--- config.mk ---
export PLATFORM = sky130hd
export DESIGN_NAME = usb_tx_packetizer
export DESIGN_NICKNAME = d
export VERILOG_FILES = /design/src/rtl/usb_tx_packetizer.sv
export SDC_FILE = /design/constraint.sdc
export NUM_CORES = 1
export LEC_CHECK = 0
export BUFFER_PORTS_ARGS = -buffer_cell sky130_fd_sc_hd__buf_2
export CAP_MARGIN = 10
export CELL_PAD_IN_SITES_DETAIL_PLACEMENT = 0
export CELL_PAD_IN_SITES_GLOBAL_PLACEMENT = 2
export CORE_ASPECT_RATIO = 2
export CORE_MARGIN = 2
export CORE_UTILIZATION = 34
export DETAILED_ROUTE_END_ITERATION = 10
export PLACE_DENSITY_LB_ADDON = 0.1
export SYNTH_ARGS = -nofsm -noshare
export SYNTH_HDL_FRONTEND = slang
export SYNTH_SLANG_ARGS = --single-unit
--- constraint.sdc ---
create_clock -name clk -period 5.2 [get_ports clk]
set_input_delay 0.26 -clock clk [delete_from_list [all_inputs] [get_ports clk]]
set_output_delay 0.26 -clock clk [all_outputs]
set_load 0.005 [all_outputs]
--- src/rtl/usb_tx_packetizer.sv ---
// usb_tx_packetizer
//   Byte-wide USB-style transmit packetiser. A start request emits a PID
//   byte ({~pid,pid}), then len payload bytes pulled from an upstream
//   valid/ready byte stream, then (optionally) a CRC-16/USB trailer, all on a
//   valid/ready transmit port. After each packet a programmable idle gap is
//   enforced before the next start request is accepted.
//
//   Optional feature macro: USB_TX_CRC16_EN
//     defined   : CRC_LO/CRC_HI trailer appended (wire length 1+len+2)
//     undefined : no CRC logic; wire length 1+len
//
// Ports
//   clk          clock, rising edge
//   reset        synchronous, active-low reset
//   send_data    start request (sampled only while idle)
//   pid[3:0]     packet ID, latched at start
//   len[LEN_W-1:0] payload byte count, latched at start, clamped to MAX_LEN
//   in_data/in_valid/in_ready   upstream payload stream (in_ready combinational)
//   tx_data/tx_valid/tx_ready   transmit port (tx_data/tx_valid registered)
//   busy         high from accepted start until the gap has elapsed
//   done         pulse on the handshake of the final byte of a good packet
//   err_underrun pulse when the payload source starves mid-packet
module usb_tx_packetizer #(
  parameter int MAX_LEN  = 64,
  parameter int LEN_W    = 7,
  parameter int IDLE_GAP = 4
) (
  input  logic             clk,
  input  logic             reset,
  input  logic             send_data,
  input  logic [3:0]       pid,
  input  logic [LEN_W-1:0] len,
  input  logic [7:0]       in_data,
  input  logic             in_valid,
  output logic             in_ready,
  output logic [7:0]       tx_data,
  output logic             tx_valid,
  input  logic             tx_ready,
  output logic             busy,
  output logic             done,
  output logic             err_underrun
);

  localparam int               GAP_W    = (IDLE_GAP > 1) ? $clog2(IDLE_GAP) : 1;
  localparam logic [GAP_W-1:0] GAP_LAST = (IDLE_GAP > 0) ? GAP_W'(IDLE_GAP - 1) : '0;
  localparam logic [LEN_W-1:0] MAX_L    = LEN_W'(MAX_LEN);

  typedef enum logic [2:0] {
    S_IDLE,
    S_PID,
    S_DATA,
`ifdef USB_TX_CRC16_EN
    S_CRC_LO,
    S_CRC_HI,
`endif
    S_GAP
  } state_t;

  state_t           state_q;
  logic [3:0]       pid_q;
  logic [LEN_W-1:0] len_q;
  logic [LEN_W-1:0] cnt_q;      // payload bytes loaded so far
  logic [GAP_W-1:0] gap_q;
  logic             last_q;     // final byte of a good packet sits in the output register
  logic [7:0]       tx_data_q;
  logic             tx_valid_q;
  logic             busy_q;

  logic free;
  logic room;

`ifdef USB_TX_CRC16_EN
  logic [15:0] crc_q;

  // Reflected CRC-16 (0xA001), whole byte per cycle, LSB first.
  function automatic logic [15:0] crc16_upd(input logic [15:0] c, input logic [7:0] d);
    logic [15:0] r;
    r = c ^ {8'h00, d};
    for (int i = 0; i < 8; i++)
      r = r[0] ? ((r >> 1) ^ 16'hA001) : (r >> 1);
    return r;
  endfunction
`endif

  assign free = !tx_valid_q || tx_ready;
  assign room = cnt_q < len_q;

  // Status strobes are decoded from registered state so they coincide with
  // the handshake / starvation cycle; reset masks them.
  assign in_ready     = reset && (state_q == S_DATA) && free && room;
  assign err_underrun = reset && (state_q == S_DATA) && free && room && !in_valid;
  assign done         = reset && last_q && tx_valid_q && tx_ready;

  assign tx_data  = tx_data_q;
  assign tx_valid = tx_valid_q;
  assign busy     = busy_q;

  always_ff @(posedge clk) begin
    if (!reset) begin
      state_q    <= S_IDLE;
      pid_q      <= '0;
      len_q      <= '0;
      cnt_q      <= '0;
      gap_q      <= '0;
      last_q     <= 1'b0;
      tx_data_q  <= '0;
      tx_valid_q <= 1'b0;
      busy_q     <= 1'b0;
`ifdef USB_TX_CRC16_EN
      crc_q      <= 16'hFFFF;
`endif
    end else begin
      // A consumed byte drops valid unless a new byte is loaded below.
      if (free) tx_valid_q <= 1'b0;
      case (state_q)
        S_IDLE: if (send_data) begin
          pid_q   <= pid;
          len_q   <= (len > MAX_L) ? MAX_L : len;
          cnt_q   <= '0;
          busy_q  <= 1'b1;
          state_q <= S_PID;
`ifdef USB_TX_CRC16_EN
          crc_q   <= 16'hFFFF;
`endif
        end
        S_PID: if (free) begin
          tx_data_q  <= {~pid_q, pid_q};
          tx_valid_q <= 1'b1;
          if (len_q != '0) begin
            state_q <= S_DATA;
          end else begin
`ifdef USB_TX_CRC16_EN
            state_q <= S_CRC_LO;
`else
            last_q  <= 1'b1;
            state_q <= S_GAP;
`endif
          end
        end
        S_DATA: if (free) begin
          if (in_valid) begin
            tx_data_q  <= in_data;
            tx_valid_q <= 1'b1;
            cnt_q      <= cnt_q + 1'b1;
`ifdef USB_TX_CRC16_EN
            crc_q      <= crc16_upd(crc_q, in_data);
`endif
            if (cnt_q + 1'b1 == len_q) begin
`ifdef USB_TX_CRC16_EN
              state_q <= S_CRC_LO;
`else
              last_q  <= 1'b1;
              state_q <= S_GAP;
`endif
            end
          end else if (IDLE_GAP == 0) begin
            // underrun: abandon, no trailer, no done
            state_q <= S_IDLE;
            busy_q  <= 1'b0;
          end else begin
            state_q <= S_GAP;
            gap_q   <= '0;
          end
        end
`ifdef USB_TX_CRC16_EN
        S_CRC_LO: if (free) begin
          tx_data_q  <= ~crc_q[7:0];
          tx_valid_q <= 1'b1;
          state_q    <= S_CRC_HI;
        end
        S_CRC_HI: if (free) begin
          tx_data_q  <= ~crc_q[15:8];
          tx_valid_q <= 1'b1;
          last_q     <= 1'b1;
          state_q    <= S_GAP;
        end
`endif
        S_GAP: begin
          if (last_q) begin
            // drain the final byte; the gap count starts after its handshake
            if (tx_ready) begin
              last_q <= 1'b0;
              gap_q  <= '0;
              if (IDLE_GAP == 0) begin
                state_q <= S_IDLE;
                busy_q  <= 1'b0;
              end
            end
          end else if (gap_q == GAP_LAST) begin
            state_q <= S_IDLE;
            busy_q  <= 1'b0;
          end else begin
            gap_q <= gap_q + 1'b1;
          end
        end
        default: state_q <= S_IDLE;
      endcase
    end
  end

endmodule

* Word-level counts from Yosys, hierarchy flattened
Index checks and enable logic that the tools add are counted.
Storage, ports and cells: bits in registers 34, input port bits 24, output and inout port bits 13
Operators by class: $add $sub $neg 2, order comparisons 2, equality and inequality tests 17, muxes and demuxes 41, bitwise operators 1, reduce and logical (&&, ||, !) cells 24
Operators by type and width (count):
- 7-bit 2-to-1 mux | 4
- 8-bit 2-to-1 mux | 3
- 3-bit 2-to-1 mux | 7
- 2-bit != test, second input constant | 8
- 8-bit case mux with 2 select lines | 1
- 1-bit 2-to-1 mux | 15
- 7-bit case mux with 2 select lines | 1
- 3-bit case mux with 4 select lines | 1
- 4-bit AND reduction | 3
- 6-bit AND reduction | 2
- 2-bit 2-to-1 mux | 5
- 2-bit nonzero test | 4
- 7-bit by 1-bit adder with 7-bit output, second input constant | 1
- 7-bit == test | 1
- 7-bit greater-than comparator, second input constant | 1
- 1-bit logical AND | 7
- 7-bit less-than comparator | 1
- 7-bit nonzero test | 1
- 3-bit by 2-bit == test with 1-bit output, second input constant | 2
- 3-bit != test, second input constant | 2
- 5-bit AND reduction | 1
- 4-bit inverter | 1
- 1-bit case mux with 2 select lines | 2
- 2-bit case mux with 2 select lines | 1
- 11 further kinds | 12

* Logic depth before layout (Yosys ltp)
Gate-level depths: netlist (run 1).
depth in word-level cells 6, mapped depth 10

* Worst setup path after synthesis (run 1)
OpenSTA, ideal clock, no wires.
path kind reg-to-reg, start point register state_q[0], end point register tx_data_q[5] (netlist: tx_data[5]), library setup time 86 ps, arrival time 1977 ps, data required time 5114 ps, setup slack 3137 ps, cell stages (with the launch flop) 10, path buffers 2, cell sequence dfxtp_1 -> inv_1 -> ha_1 -> buf_6 -> inv_1 -> a21oi_1 -> a211oi_1 -> clkbuf_1 -> nor2_1 -> a211oi_1
On the way: cells in the longest elaborated chain, start to end 3, elaborated cells on any way between the ends 8, classes of those cells eq/ne (5); mux (1); reduce/logical (2)
Ends and longest elaborated chain:
- from (decl) | RTL line 59 | state_t state_q;
- from (signal assigned) | RTL line 100 | state_q <= S_IDLE;
- from (signal assigned) | RTL line 121 | state_q <= S_PID;
- from (signal assigned) | RTL line 130 | state_q <= S_DATA;
- 3-bit by 2-bit == test with 1-bit output or 3-bit by 1-bit == test with 1-bit output (tied branches) | RTL line 115 | case (state_q)
- 2-bit != test (no source line) or 2-bit nonzero test (tied branches)
- 4-bit AND reduction (no source line)
- to (signal assigned) | RTL line 127 | tx_data_q <= {~pid_q, pid_q};
- to (signal assigned) | RTL line 142 | tx_data_q <= in_data;
- to (decl) | RTL line 65 | logic [7:0] tx_data_q;
Several ways; a longest one is shown, not always the timed one. A chain may end at the register's enable or synchronous reset.

* Final worst setup path (run 1)
start point register state_q[0], end point register cnt_q[2]
On the way: cells in the longest elaborated chain, start to end 3, elaborated cells on any way between the ends 8, classes of those cells eq/ne (4); mux (1); reduce/logical (3)
Ends and longest elaborated chain:
- 3-bit by 2-bit == test with 1-bit output or 3-bit zero test (tied branches) | RTL line 115
- 2-bit != test (no source line) or 2-bit nonzero test (tied branches)
- 4-bit AND reduction (no source line)
- to (signal assigned) | RTL line 144 | cnt_q <= cnt_q + 1'b1;
- to (decl) | RTL line 62 | logic [LEN_W-1:0] cnt_q;
Several ways; a longest one is shown, not always the timed one.

==> reports/metrics.csv, run 1 <==
metric,value,unit
Post-DRT Antenna Nets,0,
Hold Crit Class,in -> reg,
worst-case reg-to-reg path depth,7,
RSZ-0062 raised after global routing,no,
antenna violations before repair,0,
Die ar.,6547,sq um
Worst Tran Pin Value,1029,ps
top cell type's share of synthesized area,33.04,%
setup tns final,0,ps
Buffers on Ports,36,
setup ws final,2454,ps
global-route wire length before repair,8728,microns
Yosys warning count,0,
worst rel slew slack,31.38,%
number of synthesized flops with an enable pin,0,
WL/cell,15.85,microns
RePlAce Congestion,0.7663,
Congestion Overflow GR,0,
hold path depth,3,
busiest layer in global routing,met2,
Max Cap Viol,0,
"Arr. time, crit path",2910,ps
Via-to-Cell Ratio,5.222,
P per Cell Area,462.0,nW/um^2
CTS Buffer Depth,2,
Iter 0 DRT Violations,37,
Post-CTS Resized,0,
Worst Skew,2.070,ps
Unique masters post-synth,43,
final setup violation count,0,
area post-placement,2195,sq um
Syn Inst Count,249,
Max Fclk,364.2,MHz
Worst Setup End Kind,flip-flop,
"Slew Viols, Final",0,
CP max FO,27,
Worst Path Required,5370,ps
row cnt,39,
Syn Std Cell Area,1999,sq um
CTS Hold Bufs,0,
top post-synthesis cells by area,"dfxtp_1, ha_1, nand2_1",
CTS tree,yes,
GRT Overall Usage,17.73,%
cell taking the most area after synthesis,dfxtp_1,
asr flop ratio synth,0,%
DP HPWL,4241,microns
Worst R2R Start,state_q[0],
DR pass1 iterations,4,
met3 usage,3.687,%
grt met1 use,17.06,%
hold path endpoint,pid_q[0],
worst setup path category,reg -> reg,
Initial Util,35.02,%
"count leader, synth",nand2_1,
Post-Place Worst Slack,2467,ps
Die Span X,58.23,microns
largest net degree at the start of global routing,28,
Avg Inst Size Synth,8.030,sq um
# IOs,37,
Synth Flop Type,dfxtp_1,
core region area,5709,sq um
Final Net Count,319,
hold slack,231.3,ps
Layout area overhead,17.65,%
hold wc startpoint,pid[0],
via count,1791,
startpoint types,flip-flop,
Worst VDD drop,0.3460,mV
met2 GRT Util,34.47,%
post-route cell area,2352,sq um
"CTS clk-pin slew, worst paths",50,ps
vias in the first global route,1761,
Remaining DRCs,0,
Root Buffer,clkbuf_16,
status,finished clean,
Final period util,52.80,%
Seq cells post-synth,33,
share of layout cells above drive strength 1,17.73,%
reg-to-reg endpoint,cnt_q[2],
Tmin final,2746,ps
leakage power total,0.0009788,uW
Final Hold Vio Count,0,
WL final,5435,microns
# fillers,622,
DIE HEIGHT,112.5,microns
Setup Buffers After CTS,0,
register area share after synthesis,33.04,%
H-tree depth,2,
"top cells by count, synth","nand2_1, dfxtp_1, a21oi_1",
ANT cells,0,
CTS buffer count,5,
flop2flop setup slack,2450,ps
Syn Nets,287,
Clock Latency Late Sink,270,ps
Sink Count,33,
power breakdown:
| group | leakage, uW | internal, uW | switching, uW |
|---|---|---|---|
| sequential | 0.000270 | 310 | 44.3 |
| combinational | 0.000629 | 174 | 252 |
| clock | 0.0000799 | 202 | 105 |
registers in the layout, indices dropped and copies added, names as in the netlist:
name	flops
last_q	1
cnt_q	7
pid_q	4
busy	1
tx_valid	1
tx_data	8
gap_q	2
len_q	7
state_q	2
cell type report:
class                           instances  area [sq um]  share of cell area [%]
Timing Repair Buffer                   36         180.2                   7.660
Sequential cell                        33         660.6                   28.09
Inverter                               17         63.81                   2.713
Clock inverter                          1         5.005                  0.2128
Clock buffer                            7         152.6                   6.489
Tap cell                               61         76.32                   3.245
Multi-Input combinational cell        188          1214                   51.60
worst max-delay path, cell delays in order, from the launching register on:
cell and delay, ps:
dfxtp_1 350, inv_1 90, ha_1 840, nor2_1 170
nor3_1 740, o21ai_0 200, a21oi_1 190, nor2b_1 50
stage by stage:
stage	utilization, %	std cells	total power (uW)
2_1_floorplan	-	249	670.2
3_3_place_gp	38.44	335	792.0
3_5_place_dp	38.44	335	791.1
4_1_cts	41.20	343	1104
5_1_grt	41.20	343	1173
6_report	41.20	343	1087
layer usage:
metal | up-vias | share of wire [%]
met3 | 9 | 3.8
met2 | 36 | 58
met4 | 0 | 2.2
met1 | 818 | 36
li1 | 928 | -
met5 | - | 0
how the worst max path moves through the flow:
stage               startpoint          to  slack (ps)  cells after the start
floorplan           state_q[0]  tx_data[5]        3140                      9
global placement    state_q[0]  tx_data[7]        2500                      7
detailed placement  state_q[0]  tx_data[7]        2470                      7
CTS                 state_q[0]    cnt_q[2]        2440                      7
global route        state_q[0]  tx_data[7]        2120                      7
finish              state_q[0]    cnt_q[2]        2450                      7
logic make-up (layout without fill, tap and decap cells):
group           Yosys count  in the layout  synth area share [%]
simple gates             95             95                 23.78
compound gates           62             62                 19.90
flops                    33             33                 33.04
buf+inv                  28             61                 6.508
fa+ha+maj                14             14                 8.761
mux                       9              9                 4.506
xor+xnor                  8              8                 3.505
cell usage in the layout, fill, tap and decap left out, types with 14 or more instances in the layout:
cell type,n
a21oi_1,23
inv_1,16
nand2_1,37
nor2_1,17
ha_1,14
buf_2,36
dfxtp_1,33
(Power assumes the default switching activity.)
==> run 2, diff against run 1 <==
- ABC_AREA: default -> 1
- CORE_UTILIZATION: 34 -> 27
- clock period: 5.2 -> 2.4 ns (I/O delays scaled with it)
==> run 2 against run 1 <==
Compared with the run above:
- first-iteration DRC count grew to 2.6 times the previous value
- worst setup slack lost 2100 ps
- die area grew 23%
- flip-flop and latch count is the same
- critical path type unchanged
- largest power group unchanged
- highest routed layer unchanged
==> reports/metrics.csv, run 2 <==
metric,value,unit,change
status,finished clean,,
"CTS clk-pin slew, worst paths",50,ps,about the same
worst rel slew slack,66.48,%,+35 points
Via-to-Cell Ratio,4.769,,-8.7%
Worst VDD drop,0.5592,mV,+62%
Tmin final,2095,ps,-650.3 ps
number of synthesized flops with an enable pin,0,,unchanged
row cnt,44,,+13%
hold wc startpoint,pid[2],,
simple-gate area share of the yosys netlist,30.05,%,+6.3 points
Multi-input gate area,1121,sq um,-7.6%
CTS buffer count,5,,unchanged
Hold Crit Class,in -> reg,,
leakage power total,0.001041,uW,+6.3%
H-tree depth,2,,unchanged
RSZ-0062 raised after global routing,no,,
Final period util,87.31,%,+35 points
"leading cell type in the layout, fill and taps excluded",nand2_1,,
Synth Area in Adders,8.895,%,+0.13 points
CTS Buffer Depth,2,,unchanged
Worst Tran Pin Value,498.2,ps,-531.2 ps
Worst R2R Start,state_q[0],,
startpoint types,flip-flop,,
Layout area overhead,21.09,%,
Die Span X,64.39,microns,+11%
DIE HEIGHT,124.8,microns,+11%
WL/cell,14.06,microns,-11%
"Slew Viols, Final",0,,unchanged
Worst Setup End Kind,flip-flop,,
Root Buffer,clkbuf_16,,
Post-CTS Resized,0,,unchanged
flop2flop setup slack,300,ps,-2150 ps
setup tns final,0,ps,unchanged
register area share after synthesis,33.55,%,+0.50 points
Avg Inst Size Synth,7.034,sq um,-12%
Max Cap Viol,0,,unchanged
share of layout cells above drive strength 1,19.69,%,+2.0 points
global-route wire length before repair,9591,microns,+9.9%
Synth Area in Compound Gates,17.98,%,-1.9 points
Initial Util,27.52,%,-7.5 points
Max Fclk,477.2,MHz,+31%
CP max FO,12,,-56%
via count,1965,,+9.7%
# IOs,37,,unchanged
Die ar.,8035,sq um,+23%
WL final,5792,microns,+6.6%
Buffers on Ports,36,,unchanged
main combinational cell family by area after synthesis,simple AND/OR/NAND/NOR gates,,
Worst Skew,5.338,ps,+3.268 ps
Final Hold Vio Count,0,,unchanged
CP startpoint,state_q[0],,
"count leader, synth",nand2_1,,
area post-placement,2242,sq um,+2.2%
RePlAce Congestion,0.8338,,+8.8%
vias in the first global route,1949,,+11%
Clock Latency Late Sink,280,ps,about the same
ANT cells,0,,unchanged
largest net degree at the start of global routing,18,,-36%
Syn Std Cell Area,1969,sq um,-1.5%
DR pass1 iterations,6,,+2
Iter 0 DRT Violations,95,,+160%
Synth Flop Type,dfxtp_1,,
Remaining DRCs,0,,unchanged
Sink Count,33,,unchanged
top post-synthesis cells by area,"dfxtp_1, nand2_1, ha_1",,
GRT Overall Usage,15.50,%,-2.2 points
DP HPWL,4488,microns,+5.8%
"top cells by count, synth","nand2_1, dfxtp_1, inv_1, nor2_1, a21oi_1",,
P per Cell Area,1154,nW/um^2,+150%
most frequent cells in the layout,"nand2_1, buf_2, dfxtp_1",,
Final Net Count,358,,+12%
Syn Inst Count,280,,+12%
Post-DRT Antenna Nets,0,,unchanged
Unique masters post-synth,27,,-37%
Congestion Overflow GR,0,,unchanged
Setup Buffers After CTS,0,,unchanged
Yosys warning count,0,,unchanged
number of flip-flops in the largest register,8,,unchanged
hold slack,95.61,ps,-135.7 ps
antenna violations before repair,0,,unchanged
Syn Nets,318,,+11%
mux share of post-synthesis cell area,0,%,-4.5 points
asr flop ratio synth,0,%,unchanged
top cell type's share of synthesized area,33.55,%,+0.50 points
Worst Path Required,2610,ps,-2760 ps
"Arr. time, crit path",2300,ps,-610 ps
register area,660.6,sq um,unchanged
CTS Hold Bufs,0,,unchanged
final setup violation count,0,,unchanged
post-route cell area,2385,sq um,+1.4%
xor/xnor share of the synthesized area,0,%,-3.5 points
# fillers,831,,+34%
CTS tree,yes,,
Seq cells post-synth,33,,unchanged
cell taking the most area after synthesis,dfxtp_1,,
core region area,7157,sq um,+25%
worst setup path category,reg -> reg,,
-- run 2: cell count changes after synthesis, moves of 7 or more --
cell / previous run / this run
inv_1: 16 / 32
mux2i_1: 9 / 0
nand2_1: 37 / 50
nand3_1: 2 / 18
nand3b_1: 7 / 0
nor2_1: 17 / 32
nor2b_1: 9 / 0
o21ai_0: 9 / 18
-- run 2: where the power goes --
group	leakage, uW	total (uW)	internal (uW)	switching (uW)
logic	0.000699	1270	473	799
clock network	0.0000700	632	407	225
registers	0.000271	849	731	118
total	0.00104	2750	1610	1140
-- run 2: path summary, 6_finish.rpt --
| path | to | depth (start not counted) |
|---|---|---|
| setup / recovery | cnt_q[3] | 11 |
| hold / removal | pid_q[2] | 3 |
| setup reg to reg | cnt_q[3] | 11 |
| hold reg to reg | tx_data[5] | 2 |
-- run 2: metal layers --
metal	global-route usage (%)	vias to the layer above	routed length (microns)
li1	-	1010	-
met3	2.620	6	332
met4	5.632	0	94
met1	19.58	888	2530
met2	25.98	61	2834
met5	0	-	0
-- run 2: cell families (layout without fill, tap and decap cells) --
family / Yosys count / after routing
simple gates: 128 / 128
fa+ha+maj: 14 / 14
buf+inv: 42 / 82
flops: 33 / 33
compound gates: 63 / 63
-- run 2: final cells by class --
| cell class | count | share of cell area, % |
|---|---|---|
| Multi-Input combinational cell | 205 | 47.01 |
| Sequential cell | 33 | 27.70 |
| Timing Repair Buffer | 41 | 9.129 |
| Clock buffer | 7 | 5.981 |
| Inverter | 34 | 5.351 |
| Tap cell | 92 | 4.827 |
-- run 2: critical path: stages, from the launching register on --
cell and delay (ps):
dfxtp_1 380, inv_1 100, ha_1 230, inv_2 180, nor2_1 120, nor3_2 190, nand2_2 170, nor2_2 320
inv_2 80, nor2_1 100, a21oi_1 50, nor2_1 110
-- run 2: metrics by stage --
stage	power, uW	utilization, %	setup slack, ps	cells
2_1_floorplan	1752	-	757.5	280
3_3_place_gp	2137	31.33	303.9	405
3_5_place_dp	2147	31.33	337.4	405
4_1_cts	2795	33.32	315.0	412
5_1_grt	3011	33.32	50.00	412
6_report	2752	33.32	304.6	412
==> run 3, diff against run 2 <==
- ABC_AREA: 1 -> default
- CORE_UTILIZATION: 27 -> 29
==> run 3 against run 2 <==
Compared with the run above:
- global-route usage rose by 1.0 points
- worst setup slack got worse by 100 ps
- final area rose by 2.1%
- maximum frequency fell by 4.6%
- sequential power fell by 10%
- die area fell by 5.2%
- largest power group unchanged
- non-clock buffer count rose by 4
- via count fell by 5.3%
==> reports/metrics.csv, run 3 (same netlist as run 1, synthesis figures left out) <==
metric,value,unit,change
"Arr. time, crit path",2080,ps,-220 ps
Final period util,91.52,%,+4.2 points
worst setup path category,reg -> out,,
DIE HEIGHT,121.4,microns,-2.7%
via count,1861,,-5.3%
Buffers on Ports,36,,unchanged
Switching Share,38.34,%,-3.2 points
"slowest stage cell, crit path",dfxtp_1,,
P_sw,917.9,uW,-20%
Layout area overhead,21.78,%,
Tmin final,2196,ps,+101.1 ps
Post-CTS Resized,0,,unchanged
Combinational Power Share,42.0,%,-4.2 points
"CTS clk-pin slew, worst paths",50,ps,about the same
Clock Latency Late Sink,280,ps,about the same
Max Fclk,455.3,MHz,-4.6%
CTS buffer count,5,,unchanged
setup ws final,203.5,ps,-101.1 ps
number of flip-flops in the largest register,8,,unchanged
Layout Utilization,36.77,%,+3.5 points
setup tns final,0,ps,unchanged
DP HPWL,4683,microns,+4.3%
# IOs,37,,unchanged
worst-path cell chain,inv_1 -> ha_1 -> nor2b_1 -> o21a_1 -> o21a_1 -> o21ai_0 -> a21oi_1 -> nor4_1 -> buf_2,,
WL final,5958,microns,+2.9%
hold slack,102.0,ps,+6.353 ps
GRT Overall Usage,16.51,%,+1.0 points
sequential share of power,31.9,%,+1.1 points
final setup violation count,0,,unchanged
Die ar.,7615,sq um,-5.2%
"leading cell type in the layout, fill and taps excluded",nand2_1,,
worst rel slew slack,73.08,%,+6.6 points
leakage power total,0.001015,uW,-2.5%
share of layout cells above drive strength 1,19.93,%,+0.24 points
ANT cells,0,,unchanged
Worst Setup End Kind,primary output,,
row cnt,42,,-4.5%
Buf/Inv on CP,2,,-1
WL/cell,15.72,microns,+12%
clock share of power,26.1,%,+3.2 points
Root Buffer,clkbuf_16,,
Final Net Count,328,,-8.4%
Via-to-Cell Ratio,4.910,,+3.0%
Final Hold Vio Count,0,,unchanged
Max Cap Viol,0,,unchanged
Setup Buffers After CTS,0,,unchanged
DR pass1 iterations,4,,-2
startpoint types,flip-flop,,
largest net degree at the start of global routing,27,,+9
Remaining DRCs,0,,unchanged
antenna violations before repair,0,,unchanged
"slowest stage delay, CP",330,ps,-50 ps
Worst VDD drop,0.5482,mV,-2.0%
core region area,6621,sq um,-7.5%
RePlAce Congestion,0.7937,,-4.8%
Initial Util,30.20,%,+2.7 points
most frequent CP cell,o21a_1,,
Post-Place Worst Slack,249.9,ps,-87.55 ps
global-route wire length before repair,9446,microns,-1.5%
vias in the first global route,1894,,-2.8%
"Slew Viols, Final",0,,unchanged
Die Span X,62.72,microns,-2.6%
Worst Tran Pin Value,402.0,ps,-96.19 ps
"CP delay by family, top",compound AO/OA/AOI/OAI gates,,
P per Cell Area,983.2,nW/um^2,-15%
H-tree depth,2,,unchanged
CTS Hold Bufs,0,,unchanged
Congestion Overflow GR,0,,unchanged
status,finished clean,,
Sink Count,33,,unchanged
Internal Power,1476,uW,-8.3%
Worst Skew,5.903,ps,+0.5649 ps
Worst Path Required,2280,ps,-330 ps
Iter 0 DRT Violations,72,,-24%
most frequent cells in the layout,"nand2_1, buf_2, dfxtp_1",,
CP max FO,2,,-10
RSZ-0062 raised after global routing,no,,
CTS Buffer Depth,2,,unchanged
Post-DRT Antenna Nets,0,,unchanged
CTS tree,yes,,
Hold Crit Class,in -> reg,,
==> run 3: area by class of cell <==
class                           count  area, sq um
Timing Repair Buffer               45        247.7
Tap cell                           88        110.1
Sequential cell                    33        660.6
Multi-Input combinational cell    188         1214
Fill cell                         766         4187
Clock inverter                      2        10.01
Inverter                           17        63.81
Clock buffer                        6        128.9
==> run 3: worst min-delay path, stage by stage <==
cell	delay [ps]
buf_2	100
nand2_1	40
a21boi_0	70
==> run 3: path summary, 6_finish.rpt <==
path | cells past startpoint | from | to | slack, ps
setup / recovery | 9 | len_q[1] | err_underrun | 200
hold / removal | 3 | pid[3] | pid_q[3] | 100
setup reg to reg | 7 | cnt_q[1] | last_q | 240
hold reg to reg | 2 | tx_data[4] | tx_data[4] | 490
==> run 3: routing by layer <==
metal	GRT usage [%]	share of wire, %
met5	0	0
met4	6.667	2.4
met3	3.061	2.6
met2	34.07	59
met1	15.17	35
==> run 3: power by group through the flow <==
stage / combinational (uW) / sequential [uW] / clock [uW]
final: 1010 / 763 / 625
after global routing: 1150 / 784 / 661
after CTS: 1030 / 768 / 638
after detailed placement: 1030 / 780 / 0
after global placement: 1030 / 777 / 0
after floorplan: 689 / 763 / 0
==> run 3: per-stage QoR <==
stage                     instances  cell area [sq um]  total power [uW]
after floorplan                 249               1999              1452
after global placement          371               2296              1811
after detailed placement        371               2296              1810
after CTS                       379               2435              2440
after global routing            379               2435              2592
final                           379               2435              2394
